<file path="config.mk">
export PLATFORM = sky130hd
export DESIGN_NAME = sram_arbiter
export DESIGN_NICKNAME = d
export VERILOG_FILES = /design/src/rtl/sram_arbiter_pkg.sv /design/src/rtl/sram_arbiter.sv
export SDC_FILE = /design/constraint.sdc
export NUM_CORES = 1
export LEC_CHECK = 0
export ABC_AREA = 1
export ABC_CLOCK_PERIOD_IN_PS = 5680
export CORE_ASPECT_RATIO = 1.1
export CORE_MARGIN = 8
export CORE_UTILIZATION = 42
export CTS_CLUSTER_SIZE = 40
export DETAILED_ROUTE_END_ITERATION = 16
export PLACE_DENSITY = 0.81
export SYNTH_ARGS = -nofsm -noshare
export SYNTH_HDL_FRONTEND = slang
export SYNTH_SLANG_ARGS = --single-unit
</file>
<file path="constraint.sdc">
create_clock -name clk -period 5.68 [get_ports clk]
set_input_delay 1.136 -clock clk [delete_from_list [all_inputs] [get_ports clk]]
set_output_delay 1.136 -clock clk [all_outputs]
set_load 0.01 [all_outputs]
</file>
<file path="src/rtl/sram_arbiter_pkg.sv">
// Shared types and constants for the single-port SRAM arbiter.
package sram_arbiter_pkg;

  // Arbiter sequencing states
  typedef enum logic [1:0] {
    ST_IDLE   = 2'd0,
    ST_ACCESS = 2'd1,
    ST_DONE   = 2'd2
  } arb_state_e;

  // Which port owns the current (or most recent) access
  typedef enum logic {
    OwnerIF  = 1'b0,
    OwnerMem = 1'b1
  } owner_e;

  // SRAM strobes are all active-low
  localparam logic       STROBE_ON  = 1'b0;
  localparam logic       STROBE_OFF = 1'b1;
  localparam logic [3:0] BE_ALL_N   = 4'h0;
  localparam logic [3:0] BE_NONE_N  = 4'hF;

  // Latched request payload (address is kept separately, its width is a parameter)
  typedef struct packed {
    logic        we;
    logic [3:0]  sel;
    logic [31:0] wdata;
  } req_t;

  // MEM normally wins; IF wins when MEM had the previous grant and IF is waiting
  function automatic owner_e pick_owner(input owner_e last, input logic if_req,
                                        input logic mem_req);
    if (mem_req && !(last == OwnerMem && if_req)) return OwnerMem;
    return OwnerIF;
  endfunction

endpackage

</file>
<file path="src/rtl/sram_arbiter.sv">
// Shares one asynchronous 32-bit SRAM between instruction fetch and the MEM data
// port. Each access is WAIT_CYCLES+1 cycles of drive followed by one DONE cycle in
// which the owning port's stall request drops.
module sram_arbiter
  import sram_arbiter_pkg::*;
#(
  parameter int WAIT_CYCLES = 1,
  parameter int ADDR_W      = 20
) (
  input  logic              clk,
  input  logic              rst,
  input  logic              if_ce_i,
  input  logic [31:0]       if_addr_i,
  output logic [31:0]       if_inst_o,
  output logic              if_stallreq_o,
  input  logic              mem_ce_i,
  input  logic              mem_we_i,
  input  logic [3:0]        mem_sel_i,
  input  logic [31:0]       mem_addr_i,
  input  logic [31:0]       mem_data_i,
  output logic [31:0]       mem_data_o,
  output logic              mem_stallreq_o,
  input  logic              flush_i,
  output logic              sram_ce_n_o,
  output logic              sram_oe_n_o,
  output logic              sram_we_n_o,
  output logic [3:0]        sram_be_n_o,
  output logic [ADDR_W-1:0] sram_addr_o,
  output logic [31:0]       sram_wdata_o,
  output logic              sram_wdata_oe_o,
  input  logic [31:0]       sram_rdata_i
);

  localparam logic [2:0] LAST_CNT = 3'(WAIT_CYCLES);

  arb_state_e        state_q, state_d;
  owner_e            owner_q;      // owner of current access; also serves as last_owner
  logic [2:0]        cnt_q;
  req_t              req_q;
  logic [ADDR_W-1:0] req_addr_q;
  logic [31:0]       if_inst_q;
  logic [31:0]       mem_data_q;

  logic              grant_req;
  owner_e            grant_owner;
  logic              if_abort;
  req_t              grant_req_bundle;
  logic [ADDR_W-1:0] grant_addr;
  logic              unused_addr_bits;

  assign grant_req   = if_ce_i | mem_ce_i;
  assign grant_owner = pick_owner(owner_q, if_ce_i, mem_ce_i);
  // Only fetches are abandoned on flush; data accesses always run to completion
  assign if_abort    = flush_i & (owner_q == OwnerIF);

  // Byte-offset and out-of-range address bits never reach the SRAM
  assign unused_addr_bits = ^{if_addr_i[31:ADDR_W+2], if_addr_i[1:0],
                              mem_addr_i[31:ADDR_W+2], mem_addr_i[1:0]};

  // Select the winning port's payload for latching at grant time
  always_comb begin
    grant_req_bundle = '{we: 1'b0, sel: 4'hF, wdata: 32'h0};
    grant_addr       = if_addr_i[ADDR_W+1:2];
    if (grant_owner == OwnerMem) begin
      grant_req_bundle = '{we: mem_we_i, sel: mem_sel_i, wdata: mem_data_i};
      grant_addr       = mem_addr_i[ADDR_W+1:2];
    end
  end

  // State register
  always_ff @(posedge clk or posedge rst) begin
    if (rst) state_q <= ST_IDLE;
    else     state_q <= state_d;
  end

  // Next-state: grant from IDLE, count out the access, one DONE cycle
  always_comb begin
    state_d = state_q;
    case (state_q)
      ST_IDLE:   if (grant_req) state_d = ST_ACCESS;
      ST_ACCESS: begin
        if (if_abort)               state_d = ST_IDLE;
        else if (cnt_q == LAST_CNT) state_d = ST_DONE;
      end
      ST_DONE:   state_d = ST_IDLE;
      default:   state_d = ST_IDLE;
    endcase
  end

  // Request latch, wait counter and read-data capture into the owner's register
  always_ff @(posedge clk or posedge rst) begin
    if (rst) begin
      owner_q    <= OwnerIF;
      cnt_q      <= '0;
      req_q      <= '{we: 1'b0, sel: 4'h0, wdata: 32'h0};
      req_addr_q <= '0;
      if_inst_q  <= '0;
      mem_data_q <= '0;
    end else begin
      case (state_q)
        ST_IDLE: begin
          cnt_q <= '0;
          if (grant_req) begin
            owner_q    <= grant_owner;
            req_q      <= grant_req_bundle;
            req_addr_q <= grant_addr;
          end
        end
        ST_ACCESS: begin
          if (!if_abort) begin
            if (cnt_q == LAST_CNT) begin
              if (!req_q.we) begin
                if (owner_q == OwnerMem) mem_data_q <= sram_rdata_i;
                else                     if_inst_q  <= sram_rdata_i;
              end
            end else begin
              cnt_q <= cnt_q + 3'd1;
            end
          end
        end
        default: ;
      endcase
    end
  end

  // SRAM drive: only ACCESS selects the chip; writes release we_n on the last cycle
  always_comb begin
    sram_ce_n_o     = STROBE_OFF;
    sram_oe_n_o     = STROBE_OFF;
    sram_we_n_o     = STROBE_OFF;
    sram_be_n_o     = BE_NONE_N;
    sram_addr_o     = '0;
    sram_wdata_o    = '0;
    sram_wdata_oe_o = 1'b0;
    if (state_q == ST_ACCESS) begin
      sram_ce_n_o = STROBE_ON;
      sram_addr_o = req_addr_q;
      sram_be_n_o = (owner_q == OwnerMem) ? ~req_q.sel : BE_ALL_N;
      if (req_q.we) begin
        sram_wdata_oe_o = 1'b1;
        sram_wdata_o    = req_q.wdata;
        // Final cycle holds address/data with we_n high, unless there is only one cycle
        sram_we_n_o     = (WAIT_CYCLES != 0 && cnt_q == LAST_CNT) ? STROBE_OFF : STROBE_ON;
      end else begin
        sram_oe_n_o = STROBE_ON;
      end
    end
  end

  // Stall a requester until its DONE cycle; nothing stalls while in reset
  assign if_stallreq_o  = if_ce_i & ~rst &
                          ~((state_q == ST_DONE) & (owner_q == OwnerIF));
  assign mem_stallreq_o = mem_ce_i & ~rst &
                          ~((state_q == ST_DONE) & (owner_q == OwnerMem));

  assign if_inst_o  = if_inst_q;
  assign mem_data_o = mem_data_q;

endmodule

</file>
# Word-level counts from Yosys, hierarchy flattened

Index checks and enable logic that the tools add are counted.

Register bits after elaboration: 127
Input bits: 138
Output and inout port bits: 126
Word-level logic and storage cells: 66

$add $sub $neg: 1
Equality and inequality tests: 7
Multiplexer cells: 24
Bitwise gates (word level): 15
Reduce and logical (&&, ||, !) cells: 10

Operator list:

| cell                  | count |
|---|---|
| $mux W32              | 2 |
| $mux W20              | 2 |
| $mux W37              | 1 |
| $mux W1               | 10 |
| $reduce_and A5 Y1     | 2 |
| $mux W4               | 2 |
| $and A1 B1 Y1         | 7 |
| $mux W2               | 3 |
| $mux W3               | 2 |
| $ne A2 B2 Y1 const B  | 3 |
| $not A1 Y1            | 6 |
| $pmux W3 S2           | 1 |
| $not A4 Y4            | 1 |
| $pmux W2 S2           | 1 |
| $reduce_and A2 Y1     | 2 |
| $add A3 B1 Y3 const B | 1 |
| $eq A3 B1 Y1 const B  | 1 |
| $ne A3 B3 Y1 const B  | 1 |
| $reduce_and A3 Y1     | 1 |
| $eq A2 B1 Y1 const B  | 1 |
| $eq A2 B2 Y1 const B  | 1 |
| $logic_and A1 B1 Y1   | 2 |
| $logic_not A2 Y1      | 1 |
| $reduce_bool A2 Y1    | 1 |
| other kinds (2)       | 2 |

# Depth between registers and ports, before layout

Gate-level depths: netlist of run 1.

Depth after elaboration: 6
Mapped depth: 9
Mapped depth without buffers: 8

# Least setup slack after synthesis of run 1

OpenSTA, ideal clock, no wires.

Kind: input port to output port
Start point: in rst
End point: out if_stallreq_o
Arrival time: 4.170 ns
Required time: 4.544 ns
Slack: 0.374 ns
Stages: 3
Path buffers: 0
Cells stage by stage: inv_1 > nand3_1 > inv_1

Cells in the longest elaborated chain, start to end: 3

Ends and longest elaborated chain:

| item                       | line                | text |
|---|---|---|
| from (decl)                | sram_arbiter.sv:11  | `input logic rst,` |
| $not A1 Y1                 | sram_arbiter.sv:151 | `assign if_stallreq_o = if_ce_i & ~rst &` |
| $and A1 B1 Y1 (2 in a row) | sram_arbiter.sv:151 |  |
| to (decl)                  | sram_arbiter.sv:15  | `output logic if_stallreq_o,` |

Every way passes these cells.

# Worst setup path in the final report of run 1

Same ends and word-level chain as after synthesis.

==> qor.yml, run 1 <==
logic_synthesis:
  netlist.area_leader.share: 0.5432
  muxShareOfSynthArea: 0
  yosysMostFrequentCell: "nand2_1"
  ys_warn_count: 0
  ys_ff_latch: 127
  synth_area_um2: 5851
  synth_top_family_by_area: "simple AND/OR/NAND/NOR gates"
  avgSynthCellArea_um2: 7.658
  async_reset_ff_frac: 1.000
  synth-seq-area-share: 0.5432
  synth_top_cell_by_area: "dfrtp_1"
  synth_compound_area_frac: 0.02652
  synth_nets: 904
  ys_types: 18
  synthAdderAreaFrac: 0.004277
  syn_inst: 764
  yosys_most_used_dff: "dfrtp_1"
  synth-edff-count: 0
  synthSimpleGateAreaFrac: 0.3477
  yosys-top-cells-area: "dfrtp_1 (54%), nand2_1 (22%), nand3_1 (6.2%)"
  synthXorXnorAreaFrac: 0
  synth_common_cells: "nand2_1 (344), dfrtp_1 (127), nor2_1 (79)"
place:
  port_buffers: 239
  dp_hpwl_um: 12070
  gp_congestion: 0.7990
setup_path:
  path_class: "in2out"
  critical_path.cell_chain: "clkdlybuf4s50_1 -> inv_4 -> nand3_1 -> inv_1 -> clkdlybuf4s50_1"
  critPathTopFamily: "buffers and inverters"
  cp_num_buf_inv: 4
  cpMostUsedCell: "clkdlybuf4s50_1"
  arrival_ns: 2.62
  crit_path_end_kind: "primary output"
  startpoint_type: "input pin"
  path_max_fanout: 26
  slowest_delay_ns: 0.55
  required_ns: 4.54
  cp_slowest_cell: "clkdlybuf4s50_1"
power:
  powerDensity_nw_per_um2: 529.9
  p_leak_nw: 4.295
  switching_share: 0.3794
  pwr-share-clk: 0.212
  p_int_w: 0.002896
  p_comb_frac: 0.449
  sequentialPowerShare: 0.339
  ir_worst_vdd_uv: 240.4
  power.net_switching_w: 0.001771
cts:
  h-tree-depth: 4
  root_buffer: "clkbuf_16"
  numCtsBuffers: 17
  clk_path_buf_depth: 2
  post-cts-setup-buffer-count: 0
  clkTransAtPathRegs_ns: 0.05
  ctsHoldBuffers: 0
  clock_latency_ns: 0.41
  cts_resized: 0
  cts_tree: "built"
  cts_sinks: 127
sta:
  tightest_slew_ns: 1.160
  clock.fmax_mhz: 266.4
  final-setup-viol-count: 0
  finalClockSkew_ns: 0.005687
  hold_viol_final: 0
  fin_crit_sh: 0.6609
  layout_min_cycle_time_ns: 3.754
  grt_setup_unrepaired: "false"
  relSlewSlack: 0.2250
  setup_tns_ns: 0
  finalMaxSlewViolations: 0
die:
  dieArea_um2: 17970
  start_util: 0.4259
  dieHeight_um: 139.8
  core_um2: 13740
  die_x_um: 128.5
  pin_count: 264
  rows: 45
cells_and_area:
  drive_gt1_frac: 0.04925
  fin_nets: 1124
  post-route-util: 0.6412
  area_growth_syn_to_layout_pct: 50.56
  diodes: 0
detailed_routing:
  finalWirelength_um: 18020
  ant_nets: 0
  first_iter_violations: 344
  dr_total_vias: 5613
  post_drt_wl_per_cell_um: 15.23
  vias_per_cell: 4.745
  drc: 0
  dr.pass1.iters: 7
global_route:
  grt_pass1_vias: 5458
  grt.total_usage: 0.1995
  gr-total-overflow: 0
  grt_pass1_wl_um: 28350
  antenna_found_initial: 0
  grt_max_degree: 61
run:
  drv_cap: 0
status:
  status: "complete, no violations"
worst_hold_path:
  min_path_type: "reg2reg"
## path summary, 6_finish.rpt
kind / start / to / slack (ns) / cells after the start
worst max-delay path: rst / if_stallreq_o / 1.93 / 5
worst min-delay path: req_q[34]$_DFFE_PP0P_ / req_q[34]$_DFFE_PP0P_ / 0.46 / 2
worst max register to register: state_q[1]$_DFFE_PP0P_ / mem_data_o[3]$_DFFE_PP0P_ / 2.51 / 6
worst min register to register: req_q[34]$_DFFE_PP0P_ / req_q[34]$_DFFE_PP0P_ / 0.46 / 2
max in group asynchronous: rst / if_inst_o[11]$_DFFE_PP0P_ / 2.95 / 4
min in group asynchronous: rst / req_q[6]$_DFFE_PP0P_ / 1.06 / 2
## power groups by stage
stage               clock network [W]  logic (W)  registers, W
finish                       0.000992    0.00209       0.00158
global route                  0.00105    0.00230       0.00163
CTS                           0.00101    0.00213       0.00158
detailed placement                  0    0.00211       0.00158
global placement                    0    0.00207       0.00158
floorplan                           0    0.00102       0.00166
## cell type report
cell class	instances	area, µm²
sequential	127	3178
multi-input combinational	538	2215
tap	188	235.2
clock inverter	11	95.09
clock buffer	19	442.9
inverter	56	212.7
fill	1188	4930
timing repair buffer	244	2430
## worst min-delay path, delay by kind of cell (launching register included)
family,cells,cell delay [ns]
flip-flops,1,0.34
AND/OR/NAND/NOR,2,0.09
## metrics by stage
step                      cell area [µm²]  hold WS, ns  instances  worst slack (ns)  total power, W
after floorplan                      5851       0.4366        764            0.3738        0.002677
after global placement               8270       0.4482       1153             1.897        0.003647
after detailed placement             8270       0.4530       1153             1.895        0.003698
after CTS                            8808       0.4669       1183             1.889        0.004716
after global routing                 8808       0.4807       1183             1.821        0.004984
final                                8808       0.4623       1183             1.926        0.004668
## routing by layer
| metal | GRT usage | vias to the layer above | routed length, µm |
|---|---|---|---|
| li1 | - | 2773 | - |
| met1 | 0.2345 | 2595 | 7314 |
| met2 | 0.3241 | 220 | 8680 |
| met3 | 0.07986 | 25 | 1657 |
| met4 | 0.06625 | 0 | 366 |
| met5 | 0 | - | 0 |
## cells in the final DEF, fill, tap and decap left out, types with 2 or more instances in the layout
cell             Yosys  layout
ha_1                 2       2
clkinv_2             0       5
o21ai_0              8       8
clkbuf_16            0      17
nor2_4               4       4
nand3_1             73      73
dfrtp_1            127     127
nand2_2              3       3
nand2_1            344     344
clkdlybuf4s50_1      0     239
inv_2                5       5
inv_1               51      50
buf_4                3       5
o21ai_1             23      23
clkinvlp_4           0       3
clkinv_4             0       2
nor2_1              79      79
## registers in the layout, indices dropped and copies added (netlist names)
name	cells
if_inst_o	32
state_q	2
mem_data_o	32
owner_q	1
req_q	37
cnt_q	3
req_addr_q	20
## kinds of logic after synthesis
family,Yosys count
buf+inv,99
compound gates,31
simple gates,505
fa+ha+maj,2
flops,127
(Power assumes the default switching activity.)
==> run 2, diff against run 1 <==
--- a/config.mk
+++ b/config.mk
@@ -6,7 +6,7 @@
 export NUM_CORES = 1
 export LEC_CHECK = 0
 export ABC_AREA = 1
-export ABC_CLOCK_PERIOD_IN_PS = 5680
+export ABC_CLOCK_PERIOD_IN_PS = 3600
 export CORE_ASPECT_RATIO = 1.1
 export CORE_MARGIN = 8
 export CORE_UTILIZATION = 42
==> constraint.sdc (replaced) <==
create_clock -name clk -period 3.6 [get_ports clk]
set_input_delay 0.72 -clock clk [delete_from_list [all_inputs] [get_ports clk]]
set_output_delay 0.72 -clock clk [all_outputs]
set_load 0.01 [all_outputs]
==> run 2 against run 1 <==
Worst setup slack got worse by 1.5 ns; sequential share of layout area is 0.61 points lower; largest power group unchanged; clock power increased by 95%; non-clock buffer count increased by 3; power increased by 65%; largest cell class unchanged; via count about the same; highest routed layer unchanged; count of clock-buffer cells in the layout down 1; final area increased by 1.7%; register-to-register slack got worse by 1.3 ns; critical path depth fell by 2.
==> qor.yml, run 2 (synthesis results as in run 1) <==
place:
  port_buffers: 239
  dp_hpwl_um: 12340
  gp_congestion: 0.8184
  pre_cts_slack_ns: 0.8253
  placed_area_um2: 8294
detailed_routing:
  vias_per_cell: 4.725
  dr_total_vias: 5609
  drc: 0
  first_iter_violations: 376
  finalWirelength_um: 17630
  dr.pass1.iters: 4
  ant_nets: 0
  post_drt_wl_per_cell_um: 14.85
sta:
  grt_setup_unrepaired: "false"
  worst_hold_slack_ns: 0.4679
  setup_ws_ns: 0.4305
  final-setup-viol-count: 0
  finalMaxSlewViolations: 0
  relSlewSlack: 0.1899
  clock.fmax_mhz: 315.5
  layout_min_cycle_time_ns: 3.169
  tightest_slew_ns: 1.215
  hold_viol_final: 0
  fin_crit_sh: 0.8804
  finalClockSkew_ns: 0.007192
cts:
  clock_latency_ns: 0.40
  root_buffer: "clkbuf_16"
  cts_tree: "built"
  clk_path_buf_depth: 2
  clkTransAtPathRegs_ns: 0.05
  ctsHoldBuffers: 0
  cts_resized: 0
  post-cts-setup-buffer-count: 0
  cts_sinks: 127
  numCtsBuffers: 17
  h-tree-depth: 4
power:
  ir_worst_vdd_uv: 418.4
  p_leak_nw: 4.364
  powerDensity_nw_per_um2: 861.7
die:
  start_util: 0.4259
  die_x_um: 128.5
  dieHeight_um: 139.8
  core_um2: 13740
  pin_count: 264
  rows: 45
  dieArea_um2: 17970
setup_path:
  slowest_delay_ns: 1.14
  arrival_ns: 2.45
  cp_slowest_cell: "dfrtp_1"
  crit_path_end_kind: "primary output"
  critical_path.cell_chain: "inv_1 -> nand2_2 -> clkdlybuf4s50_1"
  path_class: "reg2out"
  startpoint_type: "register"
  required_ns: 2.88
  path_max_fanout: 35
cells_and_area:
  mostFrequentLayoutCells: "nand2_1 (344), clkdlybuf4s50_1 (239), dfrtp_1 (127)"
  largest_register_ffs: 37
  fin_nets: 1127
  diodes: 0
  drive_gt1_frac: 0.05305
  fin_area_um2: 8960
  final_common_cell: "nand2_1"
  largest-register: "req_q"
  area_growth_syn_to_layout_pct: 53.14
worst_hold_path:
  min_path_type: "reg2reg"
global_route:
  grt_max_degree: 68
  grt_pass1_wl_um: 28610
  grt.total_usage: 0.1990
  grt_pass1_vias: 5666
  gr-total-overflow: 0
  antenna_found_initial: 0
status:
  status: "complete, no violations"
run:
  drv_cap: 0
==> run 2: changes by cell type in the layout (fill, tap and decap cells not counted) <==
cell        change
inv_4           -1
clkbuf_8        -1
clkinv_4        +1
buf_4           +3
inv_6           +2
clkinv_2        -4
clkinvlp_4      -1
bufinv_16       +5
==> run 2: routing by layer <==
layer	track usage	vias up	wire length, µm
met2	0.3335	175	8737
li1	-	2777	-
met3	0.06458	27	1398
met4	0.08297	0	448
met1	0.2281	2630	7046
met5	0	-	0
==> run 2: path summary, 6_finish.rpt <==
| kind | depth (start not counted) | end | start | slack (ns) |
|---|---|---|---|---|
| setup / recovery | 3 | sram_oe_n_o | req_q[36]$_DFFE_PP0P_ | 0.43 |
| max in group asynchronous | 4 | req_addr_q[6]$_DFFE_PP0P_ | rst | 1.71 |
| min in group asynchronous | 3 | req_q[13]$_DFFE_PP0P_ | rst | 0.78 |
| hold reg to reg | 2 | if_inst_o[31]$_DFFE_PP0P_ | if_inst_o[31]$_DFFE_PP0P_ | 0.47 |
| setup reg to reg | 5 | if_inst_o[7]$_DFFE_PP0P_ | req_q[36]$_DFFE_PP0P_ | 1.21 |
| hold / removal | 2 | if_inst_o[31]$_DFFE_PP0P_ | if_inst_o[31]$_DFFE_PP0P_ | 0.47 |
==> run 2: power by group <==
group	internal (W)	switching (W)	leakage [nW]
clock	0.00130	0.000630	0.321
combinational	0.00150	0.00173	2.46
sequential	0.00212	0.000446	1.59
total	0.00492	0.00280	4.36
==> run 2: critical path: cells and delay by family (launching register included) <==
family	cells	cell delay, ns
flops	1	1.14
simple gates	1	0.16
buf+inv	2	0.74
==> run 2: through the flow <==
stage / cells / util / power (W) / TNS, ns
2_1_floorplan: 764 / - / 0.004224 / -0.1215
3_3_place_gp: 1156 / 0.6037 / 0.005753 / 0
3_5_place_dp: 1156 / 0.6037 / 0.005852 / 0
4_1_cts: 1187 / 0.6522 / 0.007820 / 0
5_1_grt: 1187 / 0.6522 / 0.008253 / 0
6_report: 1187 / 0.6522 / 0.007721 / 0
==> run 2: layout make-up <==
type / instances / area [µm²]
Multi-Input combinational cell: 538 / 2215
Inverter: 56 / 214.0
Clock buffer: 18 / 429.2
Tap cell: 188 / 235.2
Timing Repair Buffer: 247 / 2452
Sequential cell: 127 / 3178
Fill cell: 1168 / 4778
Clock inverter: 13 / 236.5
==> run 3, diff against run 2 <==
--- a/config.mk
+++ b/config.mk
@@ -10,9 +10,9 @@
 export CORE_ASPECT_RATIO = 1.1
 export CORE_MARGIN = 8
 export CORE_UTILIZATION = 42
-export CTS_CLUSTER_SIZE = 40
 export DETAILED_ROUTE_END_ITERATION = 16
 export PLACE_DENSITY = 0.81
+export RECOVER_POWER = 25
 export SYNTH_ARGS = -nofsm -noshare
 export SYNTH_HDL_FRONTEND = slang
 export SYNTH_SLANG_ARGS = --single-unit
==> run 3 against run 2 <==
The flow now finishes with violations (max-capacitance violations, max-slew violations); power decreased by 0.86%; final area decreased by 0.14%; via count grew 0.48%; sequential power about the same; sequential share of layout area is essentially flat.
==> qor.yml, run 3 (synthesis results as in run 1) <==
status:
  status: "finished, violations left"
  violations: "max-capacitance violations, max-slew violations"
worst_hold_path:
  min_path_type: "reg2reg"
  hold_start: "if_inst_o[18]$_DFFE_PP0P_"
detailed_routing:
  post_drt_wl_per_cell_um: 14.86
  dr.pass1.iters: 4
  finalWirelength_um: 17640
  dr_total_vias: 5636
  first_iter_violations: 369
  drc: 0
  ant_nets: 0
  vias_per_cell: 4.748
place:
  placed_area_um2: 8294
  port_buffers: 239
  pre_cts_slack_ns: 0.8253
  dp_hpwl_um: 12340
  gp_congestion: 0.8184
sta:
  setup_ws_ns: 0.4109
  clock.fmax_mhz: 313.6
  grt_setup_unrepaired: "false"
  final-setup-viol-count: 0
  tightest_slew_ns: 2.077
  finalMaxSlewViolations: 40
  finalClockSkew_ns: 0.007796
  hold_viol_final: 0
  fin_crit_sh: 0.8859
  worst_hold_slack_ns: 0.4621
  relSlewSlack: -0.3846
  layout_min_cycle_time_ns: 3.189
cells_and_area:
  post-route-util: 0.6513
  fill_cells: 1171
  largest-register: "req_q"
  diodes: 0
  final_common_cell: "nand2_1"
  register_area_um2: 3178
  fin_area_um2: 8947
  largest_register_ffs: 37
  multiInputGateArea_um2: 2215
  area_growth_syn_to_layout_pct: 52.93
  fin_nets: 1127
  mostFrequentLayoutCells: "nand2_1 (344), clkdlybuf4s50_1 (208), dfrtp_1 (127)"
  drive_gt1_frac: 0.05105
setup_path:
  cp_num_buf_inv: 2
  cp.depth: 3
  reg2reg_from: "req_q[36]$_DFFE_PP0P_"
  r2r_slack_ns: 1.20
  startpoint_type: "register"
  path_class: "reg2out"
  worstRegToRegCells: 5
  path_max_fanout: 35
  crit_path_end_kind: "primary output"
  cp_slowest_cell: "dfrtp_1"
  arrival_ns: 2.47
  required_ns: 2.88
  critical_path.cell_chain: "inv_1 -> nand2_2 -> clkdlybuf4s50_1"
  worstSetupStartpoint: "req_q[36]$_DFFE_PP0P_"
  critPathTopFamily: "flip-flops"
  r2r-end: "if_inst_o[7]$_DFFE_PP0P_"
  slowest_delay_ns: 1.17
  endpoint: "sram_oe_n_o"
global_route:
  gr-total-overflow: 0
  grt_max_degree: 68
  antenna_found_initial: 0
  grt.total_usage: 0.1990
  grt_pass1_vias: 5666
  grt_pass1_wl_um: 28610
cts:
  cts_tree: "built"
  clk_path_buf_depth: 2
  ctsHoldBuffers: 0
  root_buffer: "clkbuf_16"
  clock_latency_ns: 0.40
  clkTransAtPathRegs_ns: 0.06
  numCtsBuffers: 17
  h-tree-depth: 4
  cts_sinks: 127
  post-cts-setup-buffer-count: 0
  cts_resized: 0
die:
  rows: 45
  pin_count: 264
  start_util: 0.4259
  dieHeight_um: 139.8
  die_x_um: 128.5
  core_um2: 13740
  dieArea_um2: 17970
power:
  p_leak_nw: 4.390
  powerDensity_nw_per_um2: 855.5
  ir_worst_vdd_uv: 418.5
run:
  drv_cap: 1
==> run 3: changes by cell type in the layout (fill, tap and decap cells not counted), sizes merged <==
cell / change
buf: -3
clkbuf: +3
clkdlybuf4s50: -31
dlygate4sd3: +31
==> run 3: power by group <==
group	internal [W]	total (W)	switching, W	leakage (nW)
sequential	0.00211	0.00256	0.000440	1.59
clock	0.00130	0.00193	0.000628	0.321
combinational	0.00145	0.00317	0.00173	2.48
total	0.00486	0.00765	0.00279	4.39
==> run 3: worst min path at each step <==
stage	to	slack, ns	cells past startpoint
after CTS	if_inst_o[18]$_DFFE_PP0P_	0.47	2
final	if_inst_o[18]$_DFFE_PP0P_	0.46	2
after detailed placement	if_inst_o[18]$_DFFE_PP0P_	0.46	2
after floorplan	req_q[32]$_DFFE_PP0P_	0.44	2
after global routing	if_inst_o[9]$_DFFE_PP0P_	0.48	2
after global placement	req_q[35]$_DFFE_PP0P_	0.45	2
==> run 3: final cells by class <==
class | instances | share of cell area
well taps | 188 | 0.02629
clock inverters | 13 | 0.02643
repair buffers | 247 | 0.2730
inverters | 56 | 0.02363
flip-flops and latches | 127 | 0.3552
clock buffers | 18 | 0.04797
multi-input cells | 538 | 0.2475
==> run 3: worst reg2reg max path, stage by stage (launching register included) <==
cell,delay [ns]
dfrtp_1,0.85
nor2_4,0.87
nand2_1,0.11
buf_4,0.27
nand2_1,0.14
nand2_1,0.06
==> run 3: metrics by stage <==
step           std cells  power, W  TNS (ns)
2_1_floorplan        764  0.004224   -0.1215
3_3_place_gp        1156  0.005753         0
3_5_place_dp        1156  0.005852         0
4_1_cts             1187  0.007820         0
5_1_grt             1187  0.008189         0
6_report            1187  0.007654         0
==> run 3: layer usage <==
metal / vias to the layer above / part of all wire / global-route usage
met5: - / 0 / 0
met2: 191 / 0.50 / 0.3335
met3: 27 / 0.086 / 0.06458
met1: 2642 / 0.39 / 0.2281
met4: 0 / 0.025 / 0.08297
li1: 2776 / - / -
